## config.mk

```make
export PLATFORM = sky130hd
export DESIGN_NAME = fir_out_decim
export DESIGN_NICKNAME = d
export VERILOG_FILES = /design/src/rtl/fir_pkg.sv /design/src/rtl/sync_fifo.sv /design/src/rtl/fir_out_decim.sv
export SDC_FILE = /design/constraint.sdc
export NUM_CORES = 1
export LEC_CHECK = 0
export ABC_AREA = 1
export BUFFER_PORTS_ARGS = -buffer_cell sky130_fd_sc_hd__buf_2
export CAP_MARGIN = 20
export CORE_MARGIN = 1
export CORE_UTILIZATION = 50
export DETAILED_ROUTE_END_ITERATION = 8
export PLACE_DENSITY = 0.7
export SKIP_LAST_GASP = 1
export SLEW_MARGIN = 25
export SYNTH_ARGS = -nofsm -noshare
export SYNTH_HDL_FRONTEND = slang
export SYNTH_SLANG_ARGS = --single-unit
```

## constraint.sdc

```tcl
create_clock -name clk -period 2 [get_ports clk]
set_input_delay 0.4 -clock clk [delete_from_list [all_inputs] [get_ports clk]]
set_output_delay 0.4 -clock clk [all_outputs]
set_load 0.01 [all_outputs]
```

## src/rtl/fir_pkg.sv

```systemverilog
// Shared definitions for the FIR datapath stages.
//   WIDTH_X / WIDTH_B / WIDTH_Y / WIDTH_O : default input, coefficient,
//                                           filter output and requantized widths
//   round_sat()                           : round-half-up arithmetic shift
//                                           followed by signed saturation
package fir_pkg;

  localparam int WIDTH_X = 8;
  localparam int WIDTH_B = 8;
  localparam int WIDTH_Y = 8;
  localparam int WIDTH_O = 4;

  // Works on a 32-bit signed container so one function serves every stage.
  // Callers sign-extend their sample into it, so WIDTH_Y must stay below 31
  // to leave headroom for the rounding add. With shift == 0 no rounding
  // term is added.
  function automatic logic signed [31:0] round_sat(input logic signed [31:0] v,
                                                   input int shift,
                                                   input int wo);
    logic signed [31:0] r;
    logic signed [31:0] hi;
    logic signed [31:0] lo;
    if (shift > 0) begin
      r = (v + (32'sd1 <<< (shift - 1))) >>> shift;
    end else begin
      r = v;
    end
    hi = (32'sd1 <<< (wo - 1)) - 32'sd1;
    lo = -(32'sd1 <<< (wo - 1));
    if (r > hi) begin
      return hi;
    end else if (r < lo) begin
      return lo;
    end
    return r;
  endfunction

endpackage

```

## src/rtl/sync_fifo.sv

```systemverilog
// Single-clock first-word-fall-through FIFO.
//   clk, rstn         : clock, asynchronous active-low reset
//   wr_en, wr_data    : write request; accepted when not full, or when full
//                       with a read happening in the same cycle
//   rd_en             : pop the head word (ignored when empty)
//   rd_data           : head word, forced to 0 while empty
//   full, empty, count: fill status
module sync_fifo #(
  parameter int WIDTH = 4,
  parameter int DEPTH = 4
) (
  input  logic                       clk,
  input  logic                       rstn,
  input  logic                       wr_en,
  input  logic [WIDTH-1:0]           wr_data,
  input  logic                       rd_en,
  output logic [WIDTH-1:0]           rd_data,
  output logic                       full,
  output logic                       empty,
  output logic [$clog2(DEPTH+1)-1:0] count
);

  localparam int AW = $clog2(DEPTH);
  localparam int CW = $clog2(DEPTH + 1);

  logic [WIDTH-1:0] mem [DEPTH];
  logic [AW-1:0]    wr_ptr;
  logic [AW-1:0]    rd_ptr;
  logic             do_wr;
  logic             do_rd;

  assign empty = (count == '0);
  assign full  = (count == CW'(DEPTH));
  assign do_rd = rd_en && !empty;
  // A full FIFO still accepts a write when the head leaves in the same cycle.
  assign do_wr = wr_en && (!full || do_rd);

  // Masking the head while empty keeps the output at 0 out of reset
  // without having to reset the storage array.
  assign rd_data = empty ? '0 : mem[rd_ptr];

  always_ff @(posedge clk) begin
    if (do_wr) begin
      mem[wr_ptr] <= wr_data;
    end
  end

  // DEPTH is a power of two, so the pointers wrap naturally.
  always_ff @(posedge clk or negedge rstn) begin
    if (!rstn) begin
      wr_ptr <= '0;
      rd_ptr <= '0;
      count  <= '0;
    end else begin
      if (do_wr) begin
        wr_ptr <= wr_ptr + AW'(1);
      end
      if (do_rd) begin
        rd_ptr <= rd_ptr + AW'(1);
      end
      case ({do_wr, do_rd})
        2'b10:   count <= count + CW'(1);
        2'b01:   count <= count - CW'(1);
        default: count <= count;
      endcase
    end
  end

endmodule

```

## src/rtl/fir_out_decim.sv

```systemverilog
// FIR output stage: requantize, decimate and buffer the filter output.
//   clk, rstn  : clock, asynchronous active-low reset
//   y_valid, y : signed FIR output sample and its qualifier
//   o_data     : signed requantized sample at the FIFO head (0 when empty)
//   o_valid    : FIFO non-empty
//   o_ready    : downstream accept; a transfer happens on o_valid && o_ready
//   count      : FIFO fill level
//   overflow   : sticky flag, set when a kept sample is dropped on a full FIFO
//   clr_ovf    : synchronous clear of overflow (a same-cycle drop wins)
module fir_out_decim
  import fir_pkg::*;
#(
  parameter int WIDTH_Y = fir_pkg::WIDTH_Y,
  parameter int WIDTH_O = fir_pkg::WIDTH_O,
  parameter int SHIFT   = 2,
  parameter int DECIM   = 2,
  parameter int DEPTH   = 4
) (
  input  logic                       clk,
  input  logic                       rstn,
  input  logic                       y_valid,
  input  logic [WIDTH_Y-1:0]         y,
  output logic [WIDTH_O-1:0]         o_data,
  output logic                       o_valid,
  input  logic                       o_ready,
  output logic [$clog2(DEPTH+1)-1:0] count,
  output logic                       overflow,
  input  logic                       clr_ovf
);

  localparam int PW = (DECIM > 1) ? $clog2(DECIM) : 1;

  logic [PW-1:0]        phase;
  logic                 keep;
  logic signed [31:0]   y_ext;
  logic signed [31:0]   r_full;
  logic                 unused_r_hi;
  logic                 pipe_vld;
  logic [WIDTH_O-1:0]   pipe_data;
  logic                 fifo_full;
  logic                 fifo_empty;
  logic                 rd_en;
  logic                 drop;

  // The first valid sample after reset is kept because phase starts at 0.
  assign keep = y_valid && (phase == '0);

  assign y_ext  = {{(32 - WIDTH_Y){y[WIDTH_Y-1]}}, y};
  assign r_full = round_sat(y_ext, SHIFT, WIDTH_O);
  // After saturation the upper bits are pure sign extension.
  assign unused_r_hi = ^r_full[31:WIDTH_O];

  always_ff @(posedge clk or negedge rstn) begin
    if (!rstn) begin
      phase <= '0;
    end else if (y_valid) begin
      phase <= (phase == PW'(DECIM - 1)) ? '0 : phase + PW'(1);
    end
  end

  always_ff @(posedge clk or negedge rstn) begin
    if (!rstn) begin
      pipe_vld  <= 1'b0;
      pipe_data <= '0;
    end else begin
      pipe_vld <= keep;
      if (keep) begin
        pipe_data <= r_full[WIDTH_O-1:0];
      end
    end
  end

  assign o_valid = !fifo_empty;
  assign rd_en   = o_valid && o_ready;
  assign drop    = pipe_vld && fifo_full && !rd_en;

  always_ff @(posedge clk or negedge rstn) begin
    if (!rstn) begin
      overflow <= 1'b0;
    end else if (drop) begin
      overflow <= 1'b1;
    end else if (clr_ovf) begin
      overflow <= 1'b0;
    end
  end

  sync_fifo #(
    .WIDTH (WIDTH_O),
    .DEPTH (DEPTH)
  ) u_fifo (
    .clk     (clk),
    .rstn    (rstn),
    .wr_en   (pipe_vld),
    .wr_data (pipe_data),
    .rd_en   (rd_en),
    .rd_data (o_data),
    .full    (fifo_full),
    .empty   (fifo_empty),
    .count   (count)
  );

endmodule
```

Word-level counts from Yosys, hierarchy flattened
Memories as Yosys holds them, arrays and structs flattened.
Index checks and enable logic that the tools add are counted.
Widths: inputs -> output; s select.
- output and inout port bits: 9
- memories kept: 1
- input bits: 13
- register bits: 14
- bits in writable memories: 16
- word-level logic and storage cells: 45
- memories (name ; depth ; width ; read ports ; clocked after memory_dff ; write ports ; RTL line ; source):
    u_fifo.mem ; 4 ; 4 ; 1 ; 0 ; 1 ; sync_fifo.sv:26 ; logic [WIDTH-1:0] mem [DEPTH];
- bitwise logic cells: 1
- order comparisons: 2
- add/subtract/negate cells: 6
- mux-type cells: 12
- equality and inequality tests: 3
- reductions and logical operators: 13
- operators by type and width (cell ; number):
    $mux 4 ; 4
    $add 8x3->9 const B ; 1
    $gt 7x4->1 const B ; 1
    $lt 7x4->1 const B ; 1
    $mux 1 ; 7
    $logic_and 1x1->1 ; 6
    $pmux 3 s2 ; 1
    $add 2x1->2 const B ; 2
    $reduce_bool 2->1 ; 2
    $add 3x1->3 const B ; 1
    $eq 3x3->1 const B ; 1
    $logic_not 1->1 ; 3
    $logic_not 3->1 ; 1
    $sub 3x1->3 const B ; 1
    $eq 2x1->1 const B ; 1
    $eq 2x2->1 const B ; 1
    $add 1x1->1 const B ; 1
    $logic_or 1x1->1 ; 1
    $not 1->1 ; 1

Longest topological paths before layout
- depth in word-level cells: 8
- mapped depth: 11
- depth with buffers taken out: 11

By module
From an unflattened synthesis, not the netlist that was laid out.
- cell total of the unflattened synthesis: 163
- area, all modules: 1508.9 um2
- by module, submodules not included (module ; instances ; cells an instance ; sequential area each (um2) ; area each (um2)):
    sync_fifo ; 1 ; 103 ; 655.6 ; 1082.3
    fir_out_decim ; 1 ; 60 ; 175.2 ; 426.7

Worst setup path before layout
No wires, ideal clock.
- path type: reg2reg
- from: reg u_fifo.count[1]
- to: reg u_fifo.count[2]
- slack: -0.042 ns
- setup time: 0.131 ns
- period minus slack after synthesis: 2.042 ns
- data required time: 1.869 ns
- path buffers: 0
- stages on the path, launching flop included: 12
- arrival: 1.912 ns
- cell sequence: dfrtp_1 nor2_2 nand2_2 nand2_2 nand3_2 nand2_2 ha_1 inv_1 fa_1 a21oi_1 o21ai_0 xor2_1
- cells in the longest elaborated chain, start to end: 8
- elaborated cells between the ends (all ways): 14
- classes of those cells: 2 x add/sub; 3 x eq/ne; 1 x mux; 8 x reduce/logical
- ends and longest elaborated chain (item ; RTL line ; source):
    from (decl) ; sync_fifo.sv:20 ; output logic [$clog2(DEPTH+1)-1:0] count
    from (signal assigned) ; sync_fifo.sv:62 ; 2'b10: count <= count + CW'(1);
    from (signal assigned) ; sync_fifo.sv:63 ; 2'b01: count <= count - CW'(1);
    from (signal assigned) ; sync_fifo.sv:64 ; default: count <= count;
    $logic_not 3->1 * ; sync_fifo.sv:32 ; assign empty = (count == '0);
    $logic_not 1->1 * ; fir_out_decim.sv:73 ; assign o_valid = !fifo_empty;
    via o_valid ; fir_out_decim.sv:24 ; output logic o_valid,
    $logic_and 1x1->1 ; fir_out_decim.sv:74 ; assign rd_en = o_valid && o_ready;
    $logic_and 1x1->1 * ; sync_fifo.sv:34 ; assign do_rd = rd_en && !empty;
    $logic_or 1x1->1 ; sync_fifo.sv:36 ; assign do_wr = wr_en && (!full || do_rd);
    $logic_and 1x1->1 ; sync_fifo.sv:36 ;
    $eq 2x1->1 / $eq 2x2->1 (equally long branches) ; sync_fifo.sv:61 ; case ({do_wr, do_rd})
    $pmux 3 s2 / $reduce_bool 2->1 (equally long branches) ; -- ;
The timed path passes the listed nets; every way through them passes the cells marked *.
A chain may end at the register's enable or synchronous reset.

Worst setup path in the final report
- from: reg u_fifo.count[1]
- to: reg u_fifo.count[2]
- cells in the longest elaborated chain, start to end: 8
- elaborated cells between the ends (all ways): 14
- classes of those cells: 2 x add/sub; 3 x eq/ne; 1 x mux; 8 x reduce/logical
- ends and longest elaborated chain (item ; RTL line):
    $logic_not 3->1 ; sync_fifo.sv:32
    $logic_not 1->1 ; sync_fifo.sv:34, fir_out_decim.sv:73
    $logic_and 1x1->1 ; fir_out_decim.sv:74
    $logic_and 1x1->1 ; sync_fifo.sv:34
    $logic_or 1x1->1 ; sync_fifo.sv:36
    $logic_and 1x1->1 ; sync_fifo.sv:36
    $eq 2x1->1 / $eq 2x2->1 (equally long branches) ; sync_fifo.sv:61
    $pmux 3 s2 / $reduce_bool 2->1 (equally long branches) ; --
Several ways; a longest one is shown, not always the timed one.

==> impl_metrics.py <==
metrics = {
    "timing": {
        "worst_slew_pin_slew_ns": 0.4275,
        "setup-tns-final_ns": 0,
        "hold_violations": 0,
        "fmax_ghz": 0.5138,
        "clock-skew-final_ns": 0.008071,
        "rsz0062_at_grt": "yes",
        "relSlewSlack_pct": 71.39,
        "slew_violations": 0,
        "fin_crit_sh_pct": 97.31,
        "setup_viol": 0,
        "fin_crit_ns": 1.946,
    },
    "cells_and_area": {
        "drive_gt1_share_pct": 25.95,
        "stdcell_area_sq_mm": 0.001754,
        "fillers": 257,
        "nNetsFinal": 204,
        "area_growth_pct": 18.51,
        "num_antenna_cells": 0,
        "mostFrequentLayoutCell": "nor2_1",
        "instances_no_fill": 216,
        "fin_util_pct": 63.07,
        "layout_common_cells": "nor2_1, inv_1, buf_2",
    },
    "grt": {
        "grt_pass1_wl_um": 4560,
        "grt.overflow.total": 0,
        "grt_pass1_vias": 1042,
        "track_usage_pct": 19.46,
        "grt_max_degree": 15,
        "antenna_found_initial": 0,
    },
    "worst_setup_path": {
        "worst-r2r-setup-slack_ns": 0.05,
        "start_kind": "flop",
        "path_cells": "nor2_4 > nand2_2 > nand2_4 > nand3_4 > nand2_4 > ha_1 > inv_2 > fa_2 > a21oi_2 > o21ai_1 > xor2_1",
        "cp_max_fo": 4,
        "reg2reg_to": "u_fifo.count[2]",
        "r2r_start": "u_fifo.count[1]",
        "critPathMostFrequentCell": "nand2_4",
        "r2r_cells": 11,
        "criticalPathCategory": "reg -> reg",
        "crit_path_end": "u_fifo.count[2]",
        "crit_required_ns": 2.21,
        "cp_slowest_cell": "dfrtp_1",
        "endpoint_kind": "flop",
        "cp.arrival_ns": 2.16,
        "cpPeakStageDelay_ns": 0.43,
        "worstSetupStartpoint": "u_fifo.count[1]",
    },
    "clock_tree": {
        "cts.sinks": 30,
        "cts_htree_levels": 2,
        "root_buffer": "clkbuf_4",
        "clock_path_buffers": 2,
        "cts_tree": "done",
        "clk_latency_ns": 0.33,
        "path_clk_slew_ns": 0.10,
        "numCtsBuffers": 5,
    },
    "yosys": {
        "ys_warn_count": 0,
        "synth_top_area_cell": "edfxtp_1",
        "synth_area_sq_mm": 0.001480,
        "synth_top_area_share_pct": 32.46,
        "ys_seq_area_share_pct": 56.13,
        "ys_ff_latch": 30,
        "synth_cell_types": 19,
        "syn_avg_cell_area_sq_um": 9.611,
        "synthTopCellsByArea": "edfxtp_1, dfrtp_1, nor2_1",
        "synth_cells": 154,
        "synth_nets": 174,
    },
    "power": {
        "leakagePower_uw": 0.0008064,
        "powerDensity_mw_per_mm2": 1416,
        "max-vdd-ir-drop_v": 0.001183,
        "power_uw": 2483,
    },
    "floorplan": {
        "fp.dieW_um": 56.41,
        "core_area_sq_mm": 0.002781,
        "fp-row-count": 19,
        "pin_count": 22,
        "die_y_um": 56.41,
        "fp.dieArea_sq_mm": 0.003182,
        "start_util_pct": 53.22,
    },
    "status": {
        "status": "finished, final reports clean",
    },
    "routing": {
        "ant_nets": 0,
        "firstDrtPassIters": 4,
        "routed-via-count": 1062,
        "drt-vias-per-instance": 4.917,
        "wire_per_inst_um": 12.30,
        "drcViolationCount": 0,
        "wl_um": 2656,
        "drtIter0Drc": 57,
    },
    "placed_design": {
        "dp_hpwl_um": 1994,
        "gp_congestion": 0.7555,
        "portBuffers": 20,
        "place_inst": 206,
        "placed_area_sq_mm": 0.001637,
    },
    "job": {
        "max_cap_viol_count": 0,
    },
    "hold_path": {
        "min_path_type": "in -> reg",
    },
}
-- report_power, final --
part	internal (uW)	switching [uW]
Sequential	887	188
Clock	259	209
Combinational	394	546
Total	1540	943
-- layout make-up --
class / instances / area, sq um / share of cell area [%]
inverter: 24 / 90.09 / 5.136
multi-input combinational: 99 / 583.1 / 33.24
clock buffer: 5 / 37.54 / 2.140
sequential: 30 / 832.0 / 47.43
timing repair buffer: 24 / 132.6 / 7.561
tap: 31 / 38.79 / 2.211
clock inverter: 3 / 40.04 / 2.282
-- per-layer routing --
layer  wire length [um]  track usage, %  up-vias
met5                  0               0        -
met1               1163           23.73      486
met4                 56           10.45        0
li1                   -               -      553
met3                 71           4.839        6
met2               1365           31.80       17
-- kinds of logic (layout without fill, tap and decap cells) --
family | after synthesis | count (layout) | share of synthesized area [%]
adder cells (fa/ha/maj) | 7 | 7 | 6.424
AND/OR/NAND/NOR | 63 | 63 | 18.51
AO/OA/AOI/OAI | 22 | 22 | 8.369
XOR/XNOR | 7 | 7 | 4.142
flip-flops | 30 | 30 | 56.13
buffers and inverters | 25 | 56 | 6.424
-- synth_stat cells --
master and instances:
nand3_2 2, edfxtp_1 16, dfrtp_1 14, ha_1 6, nand2_1 18, buf_2 1, a21oi_2 3, nand3_1 4
xor2_1 6, fa_1 1, o22ai_1 1, nor2_2 3, nand2_2 5, a21oi_1 6, a31oi_1 1, inv_1 24
xnor2_1 1, nor2_1 31, o21ai_0 11
-- state kept, by name (all words and copies together) (netlist names) --
| name | cells |
|---|---|
| overflow | 1 |
| pipe_data | 4 |
| u_fifo.wr_ptr | 2 |
| phase | 1 |
| u_fifo.mem | 16 |
| u_fifo.rd_ptr | 2 |
| pipe_vld | 1 |
| u_fifo.count | 3 |
-- metrics by stage --
| step | hold WS (ns) | setup WS [ns] |
|---|---|---|
| final | 0.2568 | 0.05379 |
| after CTS | 0.2489 | 0.04701 |
| after global routing | 0.2401 | -0.06153 |
| after detailed placement | 0.3217 | 0.07214 |
| after global placement | 0.3038 | 0.08309 |
| after floorplan | 0.1044 | 0.004321 |
-- repair_timing --
action,4_1_cts,5_1_grt
hold buffers,1,0
gates resized for setup,0,6
endpoints found under the setup margin,0,6
hold endpoints to repair,14,0
setup buffers,0,1
-- worst min-delay path by stage --
stage	from	endpoint	depth (start not counted)
6_report	y_valid	phase	2
5_1_grt	y_valid	phase	2
4_1_cts	y_valid	phase	2
3_5_place_dp	rstn	u_fifo.count[0]	1
3_3_place_gp	rstn	overflow	1
2_1_floorplan	rstn	overflow	0
-- critical path: cells and delay by family (launching register included) --
family	cells	cell delay (ns)
simple gates	5	0.46
buf+inv	1	0.05
compound gates	2	0.22
fa+ha+maj	2	0.51
flops	1	0.43
xor+xnor	1	0.14
No activity file was read; power rests on OpenSTA's default activity.
